==> src/rtl/dmem_access_unit.sv <==
// MEM-stage load/store initiator for the word-addressed data memory.
// Byte and halfword stores use read-modify-write; loads are sign- or
// zero-extended. The pipeline is stalled until the access completes.
module dmem_access_unit #(
  parameter int DEPTH_WORDS = 256,
  parameter int IDX_W       = 8
) (
  input  logic        clk,
  input  logic        rst_n,
  input  logic        req_valid,
  input  logic        req_read,
  input  logic        req_write,
  input  logic [1:0]  req_size,
  input  logic        req_unsigned,
  input  logic [31:0] req_addr,
  input  logic [31:0] req_wdata,
  output logic [31:0] dmem_addr,
  output logic [31:0] dmem_wdata,
  output logic        dmem_memwrite,
  output logic        dmem_memread,
  input  logic [31:0] dmem_rdata,
  output logic        stall,
  output logic        resp_valid,
  output logic [31:0] resp_rdata,
  output logic        resp_err
);

  typedef enum logic [2:0] {
    S_IDLE   = 3'd0,
    S_RD     = 3'd1,
    S_RMW_RD = 3'd2,
    S_WR     = 3'd3,
    S_RESP   = 3'd4
  } state_t;

  state_t            state_r;
  logic [1:0]        lane_r;
  logic [1:0]        size_r;
  logic              uns_r;
  logic [31:0]       wdata_r;

  logic              accept_s;
  logic              misalign_s;
  logic              range_bad_s;
  logic              size_bad_s;
  logic              req_err_s;
  logic [IDX_W-1:0]  idx_s;

  // Extract the addressed byte/half lane from a memory word and extend it.
  function automatic logic [31:0] load_extend(input logic [31:0] word,
                                              input logic [1:0]  lane,
                                              input logic [1:0]  size,
                                              input logic        uns);
    logic [7:0]  b;
    logic [15:0] h;
    logic [31:0] r;
    b = word[{lane, 3'b000} +: 8];
    h = word[{lane[1], 4'b0000} +: 16];
    case (size)
      2'd0:    r = uns ? {24'd0, b} : {{24{b[7]}}, b};
      2'd1:    r = uns ? {16'd0, h} : {{16{h[15]}}, h};
      default: r = word;
    endcase
    return r;
  endfunction

  // Replace only the addressed lane(s) of a memory word with store data.
  function automatic logic [31:0] merge_store(input logic [31:0] word,
                                              input logic [1:0]  lane,
                                              input logic [1:0]  size,
                                              input logic [31:0] wdata);
    logic [31:0] r;
    r = word;
    case (size)
      2'd0:    r[{lane, 3'b000} +: 8] = wdata[7:0];
      2'd1:    r[{lane[1], 4'b0000} +: 16] = wdata[15:0];
      default: r = wdata;
    endcase
    return r;
  endfunction

  assign accept_s = req_valid & (req_read | req_write);
  assign stall    = (state_r != S_IDLE);

  // Decode word index and classify the incoming request as legal or not.
  always_comb begin
    idx_s       = req_addr[IDX_W+1:2];
    size_bad_s  = (req_size == 2'd3);
    range_bad_s = ({2'b00, req_addr[31:2]} >= 32'(DEPTH_WORDS));
    if (req_size == 2'd1) begin
      misalign_s = req_addr[0];
    end else if (req_size == 2'd2) begin
      misalign_s = (req_addr[1:0] != 2'd0);
    end else begin
      misalign_s = 1'b0;
    end
    req_err_s = size_bad_s | misalign_s | range_bad_s;
  end

  // Access sequencer: state, captured request fields and all registered outputs.
  always_ff @(posedge clk) begin
    if (!rst_n) begin
      state_r       <= S_IDLE;
      lane_r        <= 2'd0;
      size_r        <= 2'd0;
      uns_r         <= 1'b0;
      wdata_r       <= 32'd0;
      dmem_addr     <= 32'd0;
      dmem_wdata    <= 32'd0;
      dmem_memwrite <= 1'b0;
      dmem_memread  <= 1'b0;
      resp_valid    <= 1'b0;
      resp_rdata    <= 32'd0;
      resp_err      <= 1'b0;
    end else begin
      dmem_memread  <= 1'b0;
      dmem_memwrite <= 1'b0;
      resp_valid    <= 1'b0;
      case (state_r)
        S_IDLE: begin
          if (accept_s) begin
            lane_r  <= req_addr[1:0];
            size_r  <= req_size;
            uns_r   <= req_unsigned;
            wdata_r <= req_wdata;
            if (req_err_s) begin
              state_r    <= S_RESP;
              resp_valid <= 1'b1;
              resp_err   <= 1'b1;
              resp_rdata <= 32'd0;
            end else if (req_write) begin
              // A write wins over a simultaneous read.
              dmem_addr <= {{(32-IDX_W){1'b0}}, idx_s};
              if (req_size == 2'd2) begin
                state_r       <= S_WR;
                dmem_memwrite <= 1'b1;
                dmem_wdata    <= req_wdata;
              end else begin
                state_r      <= S_RMW_RD;
                dmem_memread <= 1'b1;
              end
            end else begin
              dmem_addr    <= {{(32-IDX_W){1'b0}}, idx_s};
              state_r      <= S_RD;
              dmem_memread <= 1'b1;
            end
          end else begin
            state_r <= S_IDLE;
          end
        end
        S_RD: begin
          state_r    <= S_RESP;
          resp_valid <= 1'b1;
          resp_err   <= 1'b0;
          resp_rdata <= load_extend(dmem_rdata, lane_r, size_r, uns_r);
        end
        S_RMW_RD: begin
          state_r       <= S_WR;
          dmem_memwrite <= 1'b1;
          dmem_wdata    <= merge_store(dmem_rdata, lane_r, size_r, wdata_r);
        end
        S_WR: begin
          state_r    <= S_RESP;
          resp_valid <= 1'b1;
          resp_err   <= 1'b0;
          resp_rdata <= 32'd0;
        end
        S_RESP: begin
          state_r <= S_IDLE;
        end
        default: begin
          state_r <= S_IDLE;
        end
      endcase
    end
  end

endmodule

==> config.mk <==
export PLATFORM = sky130hd
export DESIGN_NAME = dmem_access_unit
export DESIGN_NICKNAME = d
export VERILOG_FILES = /design/src/rtl/dmem_access_unit.sv
export SDC_FILE = /design/constraint.sdc
export NUM_CORES = 1
export LEC_CHECK = 0
export CORE_ASPECT_RATIO = 1.4
export CORE_MARGIN = 2
export CORE_UTILIZATION = 50
export DETAILED_ROUTE_END_ITERATION = 10
export PLACE_DENSITY = 0.87
export SETUP_SLACK_MARGIN = 0.15
export SLEW_MARGIN = 20
export SYNTH_ARGS = -nofsm -noshare
export SYNTH_HDL_FRONTEND = slang
export SYNTH_SLANG_ARGS = --single-unit
export TNS_END_PERCENT = 5
==> constraint.sdc <==
create_clock -name clk -period 5.7 [get_ports clk]
set_input_delay 1.14 -clock clk [delete_from_list [all_inputs] [get_ports clk]]
set_output_delay 1.14 -clock clk [all_outputs]
set_load 0.005 [all_outputs]
==> results_dict.tcl, run 1 <==
set metrics [dict create \
    status "complete, no violations" \
    ys_seq_area_frac 0.383 \
    die_h_um 134 \
    critical_path_class "input pin to register" \
    end_kind "register" \
    path_buf_inv 1 \
    grt_remaining_overflow 0 \
    io_pins 205 \
    grt_max_degree 78 \
    finClkSkew_ns 0.00833 \
    clk_pin_slew_ns 0.05 \
    regArea_mm2 0.00232 \
    final_util 0.700 \
    ant_nets 0 \
    die-area_mm2 0.0130 \
    cts_root_buf "clkbuf_16" \
    core-area_mm2 0.0118 \
    clockBufferDepth 2 \
    cts_htree_levels 4 \
    hp-class "register to register" \
    r2r_slack_ns 2.90 \
    num_vias 6287 \
    power.static_leakage_nw 3.03 \
    routed_wl_um 21600 \
    path_cells "clkdlybuf4s50_1 -> nor4_1 -> nand4_1 -> o21ai_2 -> a22o_1 -> a22o_1" \
    finalHoldViolCount 0 \
    wire_per_inst_um 21.4 \
    hold_buffers 0 \
    cts_tree "yes" \
    cts_resized 0 \
    dpl.hpwl_um 15400 \
    rsz0062_at_grt "false" \
    core.rowCount 47 \
    fin_area_mm2 0.00827 \
    die_x_um 97.0 \
    synth-edff-count 0 \
    cts_sinks 116 \
    drv_cap 0 \
    fmax_mhz 314 \
    irDropWorstVdd_v 0.000191 \
    worst_path_most_repeated_cell "a22o_1" \
    yosysWarnings 0 \
    slowest_delay_ns 0.86 \
    post-route-period-util 0.558 \
    drt_iter0_drc 486 \
    cp_max_fo 28 \
    slew_headroom 0.271 \
    ys.flop_type "dfxtp_1" \
    ys_ff_latch 116 \
    period_needed_ns 3.18 \
    drt-vias-per-instance 6.23 \
    clk_latency_ns 0.42 \
    gp_congestion 0.900 \
    final-max-slew-violation-count 0 \
    grt_pass1_vias 6131 \
    drive_gt1_frac 0.0755 \
    post_cts_buffers 0 \
    critical_path.top_delay_family "compound AO/OA/AOI/OAI gates" \
    powerDensity_mw_per_mm2 264 \
    grt_pass1_wl_um 33200 \
    dpl_cell_area_mm2 0.00768 \
    antenna_found_initial 0 \
    cp_slowest_cell "a22o_1" \
    synthArstFlopShare 0 \
    cp_data_required_time_ns 6.06 \
    startpoint_type "input pin" \
    nNetsFinal 958 \
    syn_to_final_growth_pct 36.6 \
    syn_area_mm2 0.00606 \
    cp_data_arrival_time_ns 3.54 \
    start_util 0.512 \
    cts_buffers 17 \
    setup_viol 0 \
    track_usage 0.322 \
    firstDrtPassIters 5 \
    portBuffers 180 \
    drc 0 \
    ys_types 59 \
    fillCellCount 908 \
    worstMarginPinSlew_ns 1.09 \
    syn-instance-count 707 \
    tns_ns 0 \
    syn_area_per_cell_um2 8.57 \
    multi_input_area_mm2 0.00325 \
]
power breakdown:
part           leakage (nW)  switching [mW]  internal (mW)
clock network         0.279           0.378          0.692
registers             0.940          0.0217          0.828
logic                  1.81           0.150          0.116
total                  3.03           0.550           1.64
cell usage in the layout (no fill, tap or decap), types with 20 or more instances in the layout:
master and count:
nor2_1 41, clkdlybuf4s50_1 179, o21ai_0 34, a21boi_0 37
nand3_1 42, inv_1 21, dfxtp_1 116, a21oi_1 23
conb_1 24, o2bb2ai_1 20, a221o_1 27, nand2_1 89
synthesized netlist by cell type (all sizes together) (13+ instances only):
cell | count | area share
o21ai | 48 | 0.041
inv | 21 | 0.013
a221o | 27 | 0.045
o2bb2ai | 20 | 0.029
a21oi | 23 | 0.019
o211ai | 15 | 0.019
a21boi | 37 | 0.046
dfxtp | 116 | 0.38
a221oi | 13 | 0.021
o221ai | 16 | 0.023
buf | 61 | 0.066
clkbuf | 26 | 0.016
nor2b | 14 | 0.014
nand3 | 42 | 0.035
nor2 | 41 | 0.025
nand2 | 89 | 0.055
area by class of cell:
type,count,area share
clock buffer,21,0.0545
multi-input combinational,506,0.393
tap,147,0.0222
inverter,21,0.00953
antenna,1,0.000303
timing repair buffer,187,0.224
sequential,116,0.281
clock inverter,10,0.0160
final timing paths:
path / start / to / cells after the start
min reg2reg: resp_rdata[14]$_SDFFE_PN0P_ / resp_rdata[14]$_SDFFE_PN0P_ / 1
max reg2reg: lane_r[0]$_SDFFE_PN0P_ / dmem_wdata[7]$_SDFFE_PN0P_ / 7
min: resp_rdata[14]$_SDFFE_PN0P_ / resp_rdata[14]$_SDFFE_PN0P_ / 1
max: req_addr[11] / resp_rdata[8]$_SDFFE_PN0P_ / 6
state kept, by name, summed over array words and instances (netlist names):
register / flops
resp_err: 1
dmem_memread: 1
resp_rdata: 32
dmem_wdata: 32
dmem_memwrite: 1
dmem_addr: 8
state_r: 3
lane_r: 2
resp_valid: 1
uns_r: 1
wdata_r: 32
size_r: 2
metrics by stage:
stage / power, mW / worst slack, ns / cells / hold slack [ns]
final: 2.19 / 2.52 / 1009 / 0.455
after CTS: 2.18 / 2.49 / 1008 / 0.457
after detailed placement: 1.12 / 2.09 / 977 / 0.444
after global routing: 2.24 / 2.29 / 1008 / 0.478
after floorplan: 1.00 / 3.22 / 730 / 0.439
after global placement: 1.12 / 2.23 / 977 / 0.441
kinds of logic after synthesis:
family                   synth area share
AO/OA/AOI/OAI                       0.300
AND/OR/NAND/NOR                     0.172
flip-flops                          0.383
buffers and inverters              0.0952
multiplexers                       0.0384
adder cells (fa/ha/maj)            0.0103
other                            0.000619
per-layer routing:
| metal | global-route usage | part of all wire |
|---|---|---|
| met2 | 0.533 | 0.49 |
| met4 | 0.168 | 0.049 |
| met5 | 0 | 0 |
| met1 | 0.395 | 0.38 |
| met3 | 0.0646 | 0.082 |
(Power assumes the default switching activity.)
==> inputs of run 2 (changes only) <==
--- a/config.mk
+++ b/config.mk
@@ -7,9 +7,9 @@
 export LEC_CHECK = 0
 export CORE_ASPECT_RATIO = 1.4
 export CORE_MARGIN = 2
-export CORE_UTILIZATION = 50
+export CORE_UTILIZATION = 46
 export DETAILED_ROUTE_END_ITERATION = 10
-export PLACE_DENSITY = 0.87
+export PLACE_DENSITY = 0.81
 export SETUP_SLACK_MARGIN = 0.15
 export SLEW_MARGIN = 20
 export SYNTH_ARGS = -nofsm -noshare
==> constraint.sdc (replaced) <==
create_clock -name clk -period 3 [get_ports clk]
set_input_delay 0.6 -clock clk [delete_from_list [all_inputs] [get_ports clk]]
set_output_delay 0.6 -clock clk [all_outputs]
set_load 0.005 [all_outputs]
==> run 2 against run 1 <==
Flip-flop and latch count did not move. Register-to-register slack got worse by 2.2 ns. Clock power increased by 86%. Clock-buffer cell count unchanged. Cell area grew 1.4%. Sequential power up 89%. Non-clock buffer count grew 12. Via count shrank 3.2%. Worst setup slack got worse by 1.9 ns. Sequential share of layout area shrank 0.39 points. Highest routed layer unchanged.
==> results_dict.tcl, run 2 (synthesis results as in run 1) <==
set metrics [dict create \
    status "complete, no violations" \
    cts_root_buf "clkbuf_16" \
    routed_wl_um 19900 \
    dpl.hpwl_um 14500 \
    hold_buffers 0 \
    cp_data_arrival_time_ns 2.67 \
    ant_nets 0 \
    reg_top3 "dmem_wdata: 32 flops, resp_rdata: 32 flops, wdata_r: 32 flops" \
    cp_data_required_time_ns 3.33 \
    grt_remaining_overflow 0 \
    gp_congestion 0.976 \
    drt_iter0_drc 639 \
    cts_tree "yes" \
    cts_sinks 116 \
    io_pins 205 \
    power_switching_share 0.252 \
    holdPathStages 1 \
    drc 0 \
    reg2reg_from "lane_r[1]$_SDFFE_PN0P_" \
    drt-vias-per-instance 5.94 \
    powerDensity_mw_per_mm2 491 \
    worstSetupEndpoint "dmem_wdata[3]$_SDFFE_PN0P_" \
    r2r_slack_ns 0.66 \
    grt_pass1_vias 5588 \
    die_h_um 140 \
    post-route-period-util 0.778 \
    clkPwrFrac 0.485 \
    finalHoldViolCount 0 \
    fillCellCount 1069 \
    slew_headroom 0.480 \
    num_vias 6087 \
    irDropWorstVdd_v 0.000317 \
    firstDrtPassIters 6 \
    drive_gt1_frac 0.0883 \
    cts_resized 0 \
    startpoint_type "register" \
    finClkSkew_ns 0.00801 \
    core-area_mm2 0.0129 \
    r2r_end "dmem_wdata[3]$_SDFFE_PN0P_" \
    clk_latency_ns 0.42 \
    syn_to_final_growth_pct 38.5 \
    startpoint "lane_r[1]$_SDFFE_PN0P_" \
    final-max-slew-violation-count 0 \
    critical_path_class "register to register" \
    die_x_um 101 \
    cts_buffers 17 \
    end_kind "register" \
    power.static_leakage_nw 3.06 \
    grt_max_degree 65 \
    start_util 0.470 \
    regArea_mm2 0.00232 \
    die-area_mm2 0.0141 \
    tns_ns 0 \
    wire_per_inst_um 19.4 \
    final_common_cell "clkdlybuf4s50_1" \
    power.internal_mw 3.08 \
    reg2reg_depth 7 \
    antenna_found_initial 0 \
    portBuffers 180 \
    diodes 0 \
    seqPwrFrac 0.392 \
    cts_htree_levels 4 \
    track_usage 0.280 \
    clk_pin_slew_ns 0.06 \
    setup_viol 0 \
    hp-class "register to register" \
    period_needed_ns 2.34 \
    pwr-share-comb 0.124 \
    final_cell_mix "179 x clkdlybuf4s50_1, 116 x dfxtp_1, 89 x nand2_1, 42 x nand3_1, 41 x nor2_1" \
    p_sw_mw 1.04 \
    hold-worst-slack_ns 0.451 \
    clockBufferDepth 2 \
    drv_cap 0 \
    fmax_mhz 428 \
    stdcell_count 1025 \
    core.rowCount 49 \
    place_inst 995 \
    cp_max_fo 8 \
    nNetsFinal 970 \
    worstMarginPinSlew_ns 0.780 \
    rsz0062_at_grt "false" \
    post_cts_buffers 0 \
    multi_input_area_mm2 0.00324 \
    grt_pass1_wl_um 30600 \
]
run 2: layer usage:
metal  global-route usage  vias up  share of wire
li1                     -     2855              -
met1                0.364     2814           0.40
met2                0.448      361           0.47
met3               0.0633       57          0.091
met4                0.112        0          0.036
met5                    0        -              0
run 2: stage by stage:
stage / utilization / total power [mW] / cell area (µm²) / setup slack (ns)
5_1_grt: 0.652 / 4.22 / 8390 / 0.568
6_report: 0.652 / 4.12 / 8390 / 0.665
2_1_floorplan: - / 1.90 / 6140 / 0.637
3_3_place_gp: 0.607 / 2.13 / 7810 / 0.493
3_5_place_dp: 0.607 / 2.14 / 7810 / 0.439
4_1_cts: 0.652 / 4.11 / 8390 / 0.708
run 2: final cells by class:
cell class | instances | area share
multi-input cells | 506 | 0.387
flip-flops and latches | 116 | 0.277
repair buffers | 199 | 0.236
clock buffers | 21 | 0.0561
well taps | 153 | 0.0228
clock inverters | 9 | 0.0125
inverters | 21 | 0.00940
run 2: power by group through the flow:
stage	sequential (mW)	combinational [mW]	clock (mW)
after global routing	1.61	0.548	2.06
after floorplan	1.62	0.276	0
after detailed placement	1.64	0.496	0
final	1.61	0.510	1.99
after global placement	1.64	0.493	0
after CTS	1.61	0.498	2.00
run 2: how the worst min path moves through the flow:
stage	slack [ns]	end	start
2_1_floorplan	0.44	wdata_r[22]$_SDFFE_PN0P_	wdata_r[22]$_SDFFE_PN0P_
3_3_place_gp	0.43	resp_rdata[12]$_SDFFE_PN0P_	resp_rdata[12]$_SDFFE_PN0P_
3_5_place_dp	0.44	resp_rdata[15]$_SDFFE_PN0P_	resp_rdata[15]$_SDFFE_PN0P_
4_1_cts	0.45	resp_rdata[13]$_SDFFE_PN0P_	resp_rdata[13]$_SDFFE_PN0P_
5_1_grt	0.48	resp_rdata[13]$_SDFFE_PN0P_	resp_rdata[13]$_SDFFE_PN0P_
6_report	0.45	resp_rdata[13]$_SDFFE_PN0P_	resp_rdata[13]$_SDFFE_PN0P_
run 2: critical path: stages (launching register included):
cell and delay (ns):
dfxtp_1 0.30, inv_1 0.23, ha_1 0.33, or3b_2 0.47, o211ai_2 0.41, a221o_1 0.23, o211ai_1 0.08, o21ai_0 0.20
==> inputs of run 3 (changes only) <==
==> constraint.sdc (replaced) <==
create_clock -name clk -period 2.3 [get_ports clk]
set_input_delay 0.46 -clock clk [delete_from_list [all_inputs] [get_ports clk]]
set_output_delay 0.46 -clock clk [all_outputs]
set_load 0.005 [all_outputs]
==> run 3 against run 2 <==
Clock skew decreased by 0.0025 ns. Sequential share of layout area down 0.83 points. Register-to-register slack worse by 0.40 ns. Utilization is 2.1 points higher. Worst setup slack worse by 0.47 ns. Clock power grew 43%. Largest cell class unchanged. Highest routed layer unchanged.
==> results_dict.tcl, run 3 (synthesis results as in run 1) <==
set metrics [dict create \
    status "complete, no violations" \
    track_usage 0.284 \
    holdPathStages 2 \
    io_pins 205 \
    powerDensity_mw_per_mm2 652 \
    startpoint_type "register" \
    final_cell_mix "179 x clkdlybuf4s50_1, 115 x dfxtp_1, 89 x nand2_1, 42 x nand3_1, 41 x nor2_1" \
    drc 0 \
    stdcell_count 1047 \
    drt_iter0_drc 458 \
    power.static_leakage_nw 3.20 \
    reg2reg_from "lane_r[0]$_SDFFE_PN0P_" \
    cp_data_required_time_ns 1.84 \
    end_kind "primary output" \
    dpl.hpwl_um 14900 \
    clk_pin_slew_ns 0.06 \
    final-max-slew-violation-count 0 \
    cp_data_arrival_time_ns 1.65 \
    portBuffers 180 \
    tns_ns 0 \
    routed_wl_um 20300 \
    diodes 0 \
    core-area_mm2 0.0129 \
    reg2reg_depth 7 \
    total_power_mw 5.65 \
    post-route-period-util 0.916 \
    reg_top3 "dmem_wdata: 32 flops, resp_rdata: 32 flops, wdata_r: 32 flops" \
    cts_tree "yes" \
    start_util 0.470 \
    num_vias 6208 \
    die-area_mm2 0.0141 \
    fin_area_mm2 0.00865 \
    finClkSkew_ns 0.00552 \
    clk_latency_ns 0.42 \
    finalHoldViolCount 0 \
    cts_buffers 17 \
    drive_gt1_frac 0.114 \
    antenna_found_initial 0 \
    clockBufferDepth 2 \
    cts_root_buf "clkbuf_16" \
    slew_headroom 0.528 \
    cp_max_fo 8 \
    grt_max_degree 105 \
    grt_pass1_vias 5908 \
    r2r_end "dmem_wdata[2]$_SDFFE_PN0P_" \
    path_cells "or3_1 -> clkdlybuf4s50_1" \
    nNetsFinal 990 \
    irDropWorstVdd_v 0.000415 \
    syn_to_final_growth_pct 42.9 \
    cts_htree_levels 4 \
    core.rowCount 49 \
    worstMarginPinSlew_ns 0.708 \
    grt_pass1_wl_um 31100 \
    final_common_cell "clkdlybuf4s50_1" \
    grt_remaining_overflow 0 \
    die_x_um 101 \
    fmax_mhz 475 \
    place_inst 1015 \
    layout_setup_ws_ns 0.193 \
    cp_slowest_cell "clkdlybuf4s50_1" \
    dpl_cell_area_mm2 0.00801 \
    r2r_slack_ns 0.26 \
    gp_congestion 0.953 \
    critical_path_class "register to primary output" \
    rsz0062_at_grt "false" \
    pre_cts_ws_ns -0.107 \
    wire_per_inst_um 19.4 \
    drv_cap 0 \
    cts_sinks 116 \
    slowest_delay_ns 0.47 \
    hold-worst-slack_ns 0.424 \
    drt-vias-per-instance 5.93 \
    setup_viol 0 \
    firstDrtPassIters 5 \
    ant_nets 0 \
    min-delay-start "rst_n" \
    hp-class "input pin to register" \
    die_h_um 140 \
    final_util 0.672 \
    holdPathEnd "resp_err$_SDFFE_PN0P_" \
    hold_buffers 0 \
    period_needed_ns 2.11 \
]
## run 3: changes by cell type in the layout (fill, tap and decap cells not counted), sizes merged
cell      previous run  this run
buf                 20        40
bufinv               2         4
clkbuf              21        18
clkinv               3         4
clkinvlp             4         3
inv                 21        24
## run 3: critical path: cells and delay by family (launching register included)
| kind | cells | cell delay (ns) |
|---|---|---|
| buffers and inverters | 1 | 0.47 |
| DFF | 1 | 0.37 |
| and+or+nand+nor | 1 | 0.38 |
## run 3: cell type report
type,count,area [µm²]
clock buffer,18,439
clock inverter,14,200
fill,1057,4220
inverter,21,78.8
multi-input combinational,506,3260
sequential,116,2320
tap,153,191
timing repair buffer,219,2160
## run 3: timing repair
action	CTS	global route
gates resized for setup	0	1
setup buffers	0	0
endpoints found under the setup margin	0	1
## run 3: routing by layer
| layer | vias up | part of all wire | global-route usage |
|---|---|---|---|
| met1 | 2896 | 0.39 | 0.351 |
| li1 | 2893 | - | - |
| met3 | 66 | 0.083 | 0.0618 |
| met4 | 0 | 0.046 | 0.155 |
| met5 | - | 0 | 0 |
| met2 | 353 | 0.48 | 0.454 |
## run 3: worst max path at each step
stage | from | end | slack [ns] | depth (start not counted)
after global routing | size_r[0]$_SDFFE_PN0P_ | resp_rdata[25]$_SDFFE_PN0P_ | 0.16 | 6
after detailed placement | req_addr[19] | dmem_wdata[22]$_SDFFE_PN0P_ | -0.11 | 6
after global placement | req_addr[19] | dmem_wdata[22]$_SDFFE_PN0P_ | -0.03 | 6
after CTS | state_r[1]$_SDFF_PN0_ | stall | 0.20 | 3
final | state_r[2]$_SDFF_PN0_ | stall | 0.19 | 2
after floorplan | lane_r[0]$_SDFFE_PN0P_ | dmem_wdata[0]$_SDFFE_PN0P_ | 0.22 | 8
## run 3: power breakdown
group	switching [mW]	total (mW)	internal, mW
Sequential	0.0463	2.10	2.05
Clock	0.994	2.85	1.85
Combinational	0.372	0.703	0.331
